$ cat src/rtl/wb_forward_source.sv
// wb_forward_source: stage-3 register, writeback and forward-data producer for
// the 3-stage RV32I pipeline. Tags the pending write (rd, has_rd, is_load),
// drives the ALU/load forward buses, and stalls the front of the pipe while a
// stage-3 load waits on data memory.
module wb_forward_source #(
   parameter int XLEN  = 32,
   parameter int RA_W  = 5,
   parameter int CNT_W = 16
) (
   input  logic             clk,
   input  logic             rst_n,
   input  logic             s2_valid,
   input  logic [31:0]      s2_inst,
   input  logic [XLEN-1:0]  s2_result,
   input  logic             flush,
   input  logic             dmem_rvalid,
   input  logic [XLEN-1:0]  dmem_rdata,
   output logic             s3_valid,
   output logic [RA_W-1:0]  s3_rd,
   output logic             s3_has_rd,
   output logic             s3_is_load,
   output logic [XLEN-1:0]  fwd_alu_data,
   output logic [XLEN-1:0]  fwd_load_data,
   output logic             fwd_load_valid,
   output logic             stall,
   output logic             rf_we,
   output logic [RA_W-1:0]  rf_waddr,
   output logic [XLEN-1:0]  rf_wdata,
   output logic [CNT_W-1:0] stall_cycles
);

   localparam logic [6:0] OP_LOAD   = 7'b0000011;
   localparam logic [6:0] OP_STORE  = 7'b0100011;
   localparam logic [6:0] OP_BRANCH = 7'b1100011;

   typedef enum logic {ST_RUN, ST_LOAD_WAIT} state_t;

   state_t          state;
   logic [6:0]      dec_opcode;
   logic [RA_W-1:0] dec_rd;
   logic            dec_has_rd;
   logic            dec_is_load;
   logic            capture_load;
   logic            load_data_now;

   // Decode the stage-2 instruction into the tags carried into stage 3.
   always_comb begin
      // NOTE: every always_comb output gets a default first so no path can infer a latch.
      dec_opcode  = s2_inst[6:0];
      dec_rd      = s2_inst[7 +: RA_W];
      dec_has_rd  = 1'b1;
      if (dec_opcode == OP_BRANCH || dec_opcode == OP_STORE || dec_rd == '0)
         dec_has_rd = 1'b0;
      dec_is_load = (dec_opcode == OP_LOAD);
   end

   // A load arrives at stage 3 only when the pipe is moving and the slot is live.
   assign capture_load  = ~stall & s2_valid & ~flush & dec_is_load;
   // Data for the stage-3 load is present this cycle; spurious rvalid in RUN is ignored.
   assign load_data_now = (state == ST_LOAD_WAIT) & dmem_rvalid;
   // Stall releases in the same cycle the load data shows up.
   assign stall         = (state == ST_LOAD_WAIT) & ~dmem_rvalid;

   // Stage-3 register and load-wait FSM; reset drops any outstanding load.
   always_ff @(posedge clk or negedge rst_n) begin
      if (!rst_n) begin
         // NOTE: sequential state uses non-blocking assignments so all registers update together.
         state        <= ST_RUN;
         s3_valid     <= 1'b0;
         s3_rd        <= '0;
         s3_has_rd    <= 1'b0;
         s3_is_load   <= 1'b0;
         fwd_alu_data <= '0;
      end else begin
         if (!stall) begin
            s3_valid     <= s2_valid & ~flush;
            s3_rd        <= dec_rd;
            s3_has_rd    <= dec_has_rd;
            s3_is_load   <= dec_is_load;
            fwd_alu_data <= s2_result;
         end
         case (state)
            ST_RUN:       if (capture_load) state <= ST_LOAD_WAIT;
            ST_LOAD_WAIT: if (dmem_rvalid && !capture_load) state <= ST_RUN;
            default:      state <= ST_RUN;
         endcase
      end
   end

   // Saturating count of stalled cycles.
   always_ff @(posedge clk or negedge rst_n) begin
      if (!rst_n)
         stall_cycles <= '0;
      else if (stall && stall_cycles != '1)
         stall_cycles <= stall_cycles + CNT_W'(1);
   end

   // Writeback: non-loads write while live; loads write only in their data cycle.
   always_comb begin
      rf_we = 1'b0;
      if (s3_valid && s3_has_rd)
         rf_we = s3_is_load ? load_data_now : 1'b1;
   end

   assign rf_waddr       = s3_rd;
   assign rf_wdata       = s3_is_load ? dmem_rdata : fwd_alu_data;
   assign fwd_load_data  = dmem_rdata;
   assign fwd_load_valid = load_data_now;

endmodule
$ cat config.mk
export PLATFORM = sky130hd
export DESIGN_NAME = wb_forward_source
export DESIGN_NICKNAME = d
export VERILOG_FILES = /design/src/rtl/wb_forward_source.sv
export SDC_FILE = /design/constraint.sdc
export NUM_CORES = 1
export LEC_CHECK = 0
export CORE_MARGIN = 3
export CORE_UTILIZATION = 31
export DETAILED_ROUTE_END_ITERATION = 12
export GPL_ROUTABILITY_DRIVEN = 0
export PLACE_DENSITY = 0.87
export SYNTH_ARGS = -nofsm -noshare
export SYNTH_HDL_FRONTEND = slang
export SYNTH_SLANG_ARGS = --single-unit
$ cat constraint.sdc
create_clock -name clk -period 1.4 [get_ports clk]
set_input_delay 0.21 -clock clk [delete_from_list [all_inputs] [get_ports clk]]
set_output_delay 0.21 -clock clk [all_outputs]
set_load 0.03 [all_outputs]
* Word-level counts from Yosys, hierarchy flattened
Index checks and enable logic that the tools add are counted.
** Storage, ports and cells
- Register bits :: 57
- Input bits :: 101
** Cells by class
- Bitwise logic cells :: 10
- Multiplexer cells :: 7
- Eq/ne operators :: 4
- Reduce and logical (&&, ||, !) cells :: 7
- $add $sub $neg :: 1
** Operator list (number)
- $mux W32 :: 1
- $add A16 B1 Y16 const B :: 1
- $ne A16 B16 Y1 const B :: 1
- $eq A7 B2 Y1 const B :: 1
- $eq A7 B6 Y1 const B :: 1
- $eq A7 B7 Y1 const B :: 1
- $and A1 B1 Y1 :: 6
- $logic_not A5 Y1 :: 1
- $mux W1 :: 5
- $not A1 Y1 :: 4
- $logic_and A1 B1 Y1 :: 3
- $logic_or A1 B1 Y1 :: 2
- $pmux W1 S2 :: 1
- $logic_not A1 Y1 :: 1

* Depth between registers and ports, before layout
Gate-level depths: netlist of the first run.
- Depth after elaboration :: 10
- Mapped depth :: 6
- Mapped depth without buffers :: 5

* Worst setup path before layout of the first run
Ideal clock, no wire load.
- Kind :: register to output
- Start :: register s3_is_load
- End :: output rf_wdata[10]
- Stages on the path, launching flop included :: 4
- Data arrival time :: 1.575 ns
- Slack :: -0.385 ns
- Data required time :: 1.190 ns
- Cells stage by stage :: dfrtp_1 > clkbuf_1 > clkbuf_1 > mux2_2
** On the way
- Word-level cells in the longest chain between the ends :: 1
** RTL lines
- from (decl) :: RTL line 21 : output logic s3_is_load,
- from (signal assigned) :: RTL line 79 : s3_is_load <= dec_is_load;
- $mux W32 :: RTL line 106 : assign rf_wdata = s3_is_load ? dmem_rdata : fwd_alu_data;
- to (decl) :: RTL line 28 : output logic [XLEN-1:0] rf_wdata,
No other way between the ends.

* Worst setup path in the final report of the first run
- Start :: register s3_is_load
- End :: output rf_wdata[15]
The elaborated chain is that of the path after synthesis.

==> flow_summary.json, run 1 <==
{
  "status": "finished with violations",
  "violations": "negative setup slack",
  "via_per_inst": 4.56,
  "setup_viol": 45,
  "hold_class": "input port to asynchronous set/reset pin",
  "layout_setup_ws_ns": -0.295,
  "hold_viol_final": 0,
  "grt_usage": 0.191,
  "critPathLaunchType": "register",
  "synth_enable_flop_cells": 0,
  "utilization": 0.634,
  "nNetsFinal": 652,
  "syn_inst": 327,
  "stdcell_count": 684,
  "path_common_cell": "buf_12",
  "path_max_fanout": 7,
  "cp.required_ns": 1.19,
  "die_w_microns": 106,
  "clk_latency_ns": 0.32,
  "dpl_worst_slack_ns": -0.348,
  "finClkSkew_ns": 0.00589,
  "cts_tree": "yes",
  "remaining_drc_errors": 0,
  "cts_buffers": 9,
  "ctsRootBufferMaster": "clkbuf_8",
  "syn_area_sq_um": 3100,
  "r2r-end": "stall_cycles[7]",
  "ys_ff_latch": 57,
  "synth_area_per_cell_sq_um": 9.49,
  "slowest_delay_ns": 0.43,
  "multi_input_area_sq_um": 1630,
  "rows": 35,
  "die_h_microns": 106,
  "cp_slowest_cell": "dfrtp_2",
  "grt_pass1_wl_microns": 17100,
  "r2r_slack_ns": -0.13,
  "fmax_mhz": 590,
  "drv_slew": 0,
  "detail-route-antenna-nets": 0,
  "ff_latch_area_sq_um": 1450,
  "area_delta_synth_final_pct": 94.2,
  "ys.flop_type": "dfrtp_1",
  "async_flop_share": 1.00,
  "tns_ns": -9.73,
  "endpoint_kind": "primary output",
  "dp_hpwl_microns": 8300,
  "io_pins": 229,
  "crit_type": "register to primary output",
  "p_leak_uw": 0.00300,
  "yosysSeqAreaShare": 0.459,
  "core-area_sq_um": 9500,
  "max_cap_violations": 0,
  "synth_warnings": 0,
  "grt_pass1_vias": 3224,
  "diodes": 0,
  "cts.sinks": 57,
  "cts_buffer_depth": 2,
  "synth_cell_type_count": 35,
  "power.density_nw_per_um2": 768,
  "wl_microns": 11000,
  "portBuffers": 208,
  "r2r-start": "stall_cycles[12]",
  "whs_ns": 0.403,
  "drive_gt1_frac": 0.434,
  "start_util": 0.327,
  "antenna_found_initial": 0,
  "post_drt_wl_per_cell_microns": 16.1,
  "drtPass1Iterations": 4,
  "grt_max_degree": 58,
  "htreeDepth": 3,
  "synth_nets": 429,
  "min_period_ns": 1.69,
  "ir_drop_mv": 0.424,
  "dieArea_sq_um": 11300,
  "reg2reg_depth": 5,
  "worstPathArrival_ns": 1.48,
  "min_period_over_period": 1.21,
  "crit_chain": "buf_12 > buf_12 > mux2_4 > buf_6",
  "first_iter_violations": 78,
  "vias": 3121,
  "grt_overflow": 0,
  "dp.cells": 653,
  "worstMarginPinSlew_ns": 0.360,
  "slew-limit-headroom": 0.758,
  "rsz0062_at_grt": "true",
  "clk_pin_slew_ns": 0.07,
  "nFillCells": 742
}
[per-stage QoR]
step,total power (uW),instance area (sq um)
2_1_floorplan,2350,3350
3_3_place_gp,2860,5420
3_5_place_dp,2880,5420
4_1_cts,4690,5920
5_1_grt,4830,6030
6_report,4630,6030
[cell type report]
type | instances | share of cell area
flip-flops and latches | 57 | 0.240
inverters | 3 | 0.00311
multi-input cells | 215 | 0.270
clock inverters | 5 | 0.0129
clock buffers | 11 | 0.0251
repair buffers | 264 | 0.422
well taps | 129 | 0.0268
[power breakdown]
part	total (uW)	leakage, uW	internal (uW)	switching, uW
registers	1750	0.000674	1710	47.3
clock network	1780	0.000115	1090	683
logic	1100	0.00221	526	571
total	4630	0.00300	3330	1300
[cell families (layout without fill, tap and decap cells)]
kind of cell | after synthesis | after routing | synth area share
AO/OA/AOI/OAI | 12 | 12 | 0.0238
XOR/XNOR | 13 | 13 | 0.0367
adder cells (fa/ha/maj) | 1 | 1 | 0.00403
buffers and inverters | 55 | 283 | 0.117
flip-flops | 57 | 57 | 0.459
multiplexers | 33 | 33 | 0.121
AND/OR/NAND/NOR | 156 | 156 | 0.238
[critical path, delay by kind of cell (launching register included)]
kind,cells,cell delay [ns]
flip-flops,1,0.43
multiplexers,1,0.31
buffers and inverters,3,0.43
[state kept, by name, indices dropped and copies added, names as in the netlist]
register      flops
rf_waddr          5
stall_cycles     16
s3_has_rd         1
s3_valid          1
fwd_alu_data     32
state             1
s3_is_load        1
[layout by cell type, fill, tap and decap left out, types with 4 or more instances in the layout]
cell,synthesis,layout
nand2_1,122,119
mux2_4,1,30
dlygate4sd2_1,0,43
xor2_1,13,13
nor4_4,1,4
buf_4,37,72
buf_12,0,10
clkbuf_8,0,11
dfrtp_2,0,18
buf_6,1,47
buf_2,2,8
dfrtp_1,57,39
clkdlybuf4s50_1,0,78
[synth_stat cells, types with 2 or more instances]
| master | n | area share |
|---|---|---|
| nand2_1 | 122 | 0.15 |
| dfrtp_1 | 57 | 0.46 |
| buf_4 | 37 | 0.089 |
| mux2_2 | 32 | 0.12 |
| xor2_1 | 13 | 0.037 |
| clkbuf_1 | 12 | 0.015 |
| nand3_1 | 6 | 0.0097 |
| a21oi_1 | 5 | 0.0081 |
| nor3_1 | 5 | 0.0081 |
| nor2_1 | 3 | 0.0036 |
| nor4_2 | 3 | 0.012 |
| o21ai_0 | 3 | 0.0048 |
| buf_2 | 2 | 0.0032 |
| inv_1 | 2 | 0.0024 |
| nand2b_1 | 2 | 0.0040 |
| nand4_1 | 2 | 0.0040 |
| nand4_4 | 2 | 0.014 |
| or4_1 | 2 | 0.0048 |
[layer usage]
metal,wire length [microns],share of wire,GRT usage
met5,0,0,0
met4,175,0.016,0.0518
met3,751,0.068,0.0449
met2,5950,0.54,0.364
met1,4150,0.38,0.210
[worst max-delay path by stage]
stage | startpoint | endpoint | slack, ns | cells past startpoint
after floorplan | stall_cycles[13] | stall_cycles[1] | -0.21 | 4
after global placement | s2_inst[3] | s3_is_load | -0.28 | 4
after detailed placement | dmem_rvalid | stall_cycles[12] | -0.35 | 7
after CTS | s3_is_load | rf_wdata[15] | -0.33 | 4
after global routing | s3_is_load | rf_wdata[1] | -0.34 | 4
final | s3_is_load | rf_wdata[15] | -0.29 | 4
[timing repair]
action                                 in CTS  in global routing
setup endpoints to repair                 104                 58
buffers inserted                           10                  5
hold buffers                                1                  0
pin swaps                                  11                 15
gates resized for setup                   135                 37
cloned                                      1                  0
endpoints found under the hold margin      57                  0
(Power assumes the default switching activity.)
==> run 2: changes to the inputs <==
--- a/config.mk
+++ b/config.mk
@@ -9,7 +9,7 @@
 export CORE_UTILIZATION = 31
 export DETAILED_ROUTE_END_ITERATION = 12
 export GPL_ROUTABILITY_DRIVEN = 0
-export PLACE_DENSITY = 0.87
+export PLACE_DENSITY = 0.84
 export SYNTH_ARGS = -nofsm -noshare
 export SYNTH_HDL_FRONTEND = slang
 export SYNTH_SLANG_ARGS = --single-unit
==> run 2 against run 1 <==
Effect of this change:
- the flow still finishes with violations (negative setup slack)
- count of clock-buffer cells in the layout up 2
- largest power group is now sequential cells
- via count is 1.6% higher
- utilization is 0.17 points lower
- highest routed layer unchanged
- sequential power hardly changed
- critical endpoint is now rf_wdata[30]
==> flow_summary.json, run 2 (synthesis results as in run 1) <==
{
  "dpl_worst_slack_ns": -0.374,
  "r2r-end": "stall_cycles[7]",
  "detail-route-antenna-nets": 0,
  "cp_num_cells": 3,
  "cts_buffer_depth": 2,
  "hold_class": "input port to register",
  "critPathLaunchType": "register",
  "worstMarginPinSlew_ns": 0.421,
  "grt_pass1_wl_microns": 16700,
  "largest_reg_flops": 32,
  "grt_max_degree": 58,
  "cts.sinks": 57,
  "clk_pin_slew_ns": 0.06,
  "path_max_fanout": 14,
  "cp-startpoint": "s3_is_load",
  "min_period_over_period": 1.20,
  "crit_path_end": "rf_wdata[30]",
  "grt_pass1_vias": 3319,
  "critPathBufInv": 2,
  "multi_input_area_sq_um": 1640,
  "vias": 3170,
  "endpoint_kind": "primary output",
  "core-area_sq_um": 9500,
  "min_period_ns": 1.67,
  "wl_microns": 11300,
  "worstPathArrival_ns": 1.46,
  "dieArea_sq_um": 11300,
  "utilization": 0.633,
  "grt_usage": 0.184,
  "power.density_nw_per_um2": 729,
  "first_iter_violations": 99,
  "layout_setup_ws_ns": -0.274,
  "diodes": 0,
  "slowest_delay_ns": 0.45,
  "cp_slowest_cell": "dfrtp_2",
  "portBuffers": 208,
  "setup_viol": 48,
  "crit_chain": "buf_12 > mux2_4 > buf_12",
  "rsz0062_at_grt": "true",
  "cp.required_ns": 1.19,
  "slew-limit-headroom": 0.717,
  "crit_type": "register to primary output",
  "remaining_drc_errors": 0,
  "hold_viol_final": 0,
  "largest_register": "fwd_alu_data",
  "max_cap_violations": 0,
  "io_pins": 229,
  "die_w_microns": 106,
  "cts_buffers": 9,
  "grt_overflow": 0,
  "crit_family": "flip-flops",
  "fmax_mhz": 597,
  "ctsRootBufferMaster": "clkbuf_8",
  "final_common_cell": "nand2_1",
  "layout_common_cells": "nand2_1 (118), buf_4 (83), clkdlybuf4s50_1 (78), buf_6 (45), dlygate4sd2_1 (44)",
  "ff_latch_area_sq_um": 1450,
  "clk_latency_ns": 0.33,
  "drtPass1Iterations": 4,
  "path_common_cell": "buf_12",
  "ir_drop_mv": 0.504,
  "htreeDepth": 3,
  "violations": "negative setup slack",
  "r2r_slack_ns": -0.18,
  "rows": 35,
  "finClkSkew_ns": 0.0114,
  "r2r-start": "stall_cycles[15]",
  "die_h_microns": 106,
  "area_delta_synth_final_pct": 93.7,
  "antenna_found_initial": 0,
  "reg2reg_depth": 5,
  "nNetsFinal": 658,
  "status": "finished with violations",
  "whs_ns": 0.417,
  "nFillCells": 740,
  "p_leak_uw": 0.00299,
  "drv_slew": 0,
  "via_per_inst": 4.59,
  "cts_tree": "yes",
  "dp_hpwl_microns": 7900,
  "post_drt_wl_per_cell_microns": 16.3,
  "drive_gt1_frac": 0.435,
  "start_util": 0.327
}
[run 2: changes by cell type in the layout (fill, tap and decap cells not counted), sizes merged]
cell and delta:
buf +4, bufinv -1, clkbuf +2, clkdlybuf4s15 +2, clkinvlp -1, dlygate4sd2 +1
dlymetal6s2s -1
[run 2: repair_timing]
item,in CTS,in global routing
hold buffers,1,0
resized for setup,124,43
endpoints found under the hold margin,57,0
setup endpoints to repair,103,59
gates cloned,0,1
pin swaps,10,12
buffers inserted,9,13
[run 2: per-layer routing]
layer	share of wire	up-vias	global-route usage	wire [microns]
li1	-	1499	-	-
met1	0.36	1506	0.197	4020
met2	0.55	146	0.347	6230
met3	0.072	19	0.0522	811
met4	0.018	0	0.0611	202
met5	0	-	0	0
[run 2: where the power goes]
group,leakage (uW),switching [uW],internal (uW)
registers,0.000676,52.5,1710
clock network,0.0000974,630,867
logic,0.00221,571,553
[run 2: worst register-to-register path, delay by kind of cell (launching register included)]
kind                      cells  cell delay [ns]
AOI/OAI and AO/OA             1             0.07
xor gates and xnor gates      1             0.14
buffers and inverters         1             0.23
DFF                           1             0.39
and+or+nand+nor               2             0.64
[run 2: how the worst min path moves through the flow]
stage | from | endpoint | slack (ns) | cells past startpoint
2_1_floorplan | rst_n | fwd_alu_data[0] | -0.09 | 0
3_3_place_gp | rst_n | fwd_alu_data[16] | 0.23 | 2
3_5_place_dp | rst_n | fwd_alu_data[22] | 0.24 | 2
4_1_cts | s2_result[14] | fwd_alu_data[14] | 0.40 | 3
5_1_grt | s2_result[25] | fwd_alu_data[25] | 0.41 | 3
6_report | s2_result[14] | fwd_alu_data[14] | 0.42 | 3
[run 2: metrics by stage]
stage / setup TNS, ns / power [uW] / instances / cell area (sq um)
after detailed placement: -9.08 / 2910 / 652 / 5410
after global placement: -6.55 / 2890 / 652 / 5410
final: -9.56 / 4380 / 690 / 6010
after CTS: -9.89 / 4430 / 678 / 5800
after global routing: -12.76 / 4590 / 690 / 6010
after floorplan: -1.85 / 2350 / 327 / 3350
[run 2: layout make-up]
class	instances	area share
inverter	3	0.00312
sequential	57	0.241
multi-input combinational	215	0.272
clock inverter	3	0.00666
clock buffer	13	0.0248
tap	129	0.0268
timing repair buffer	270	0.426
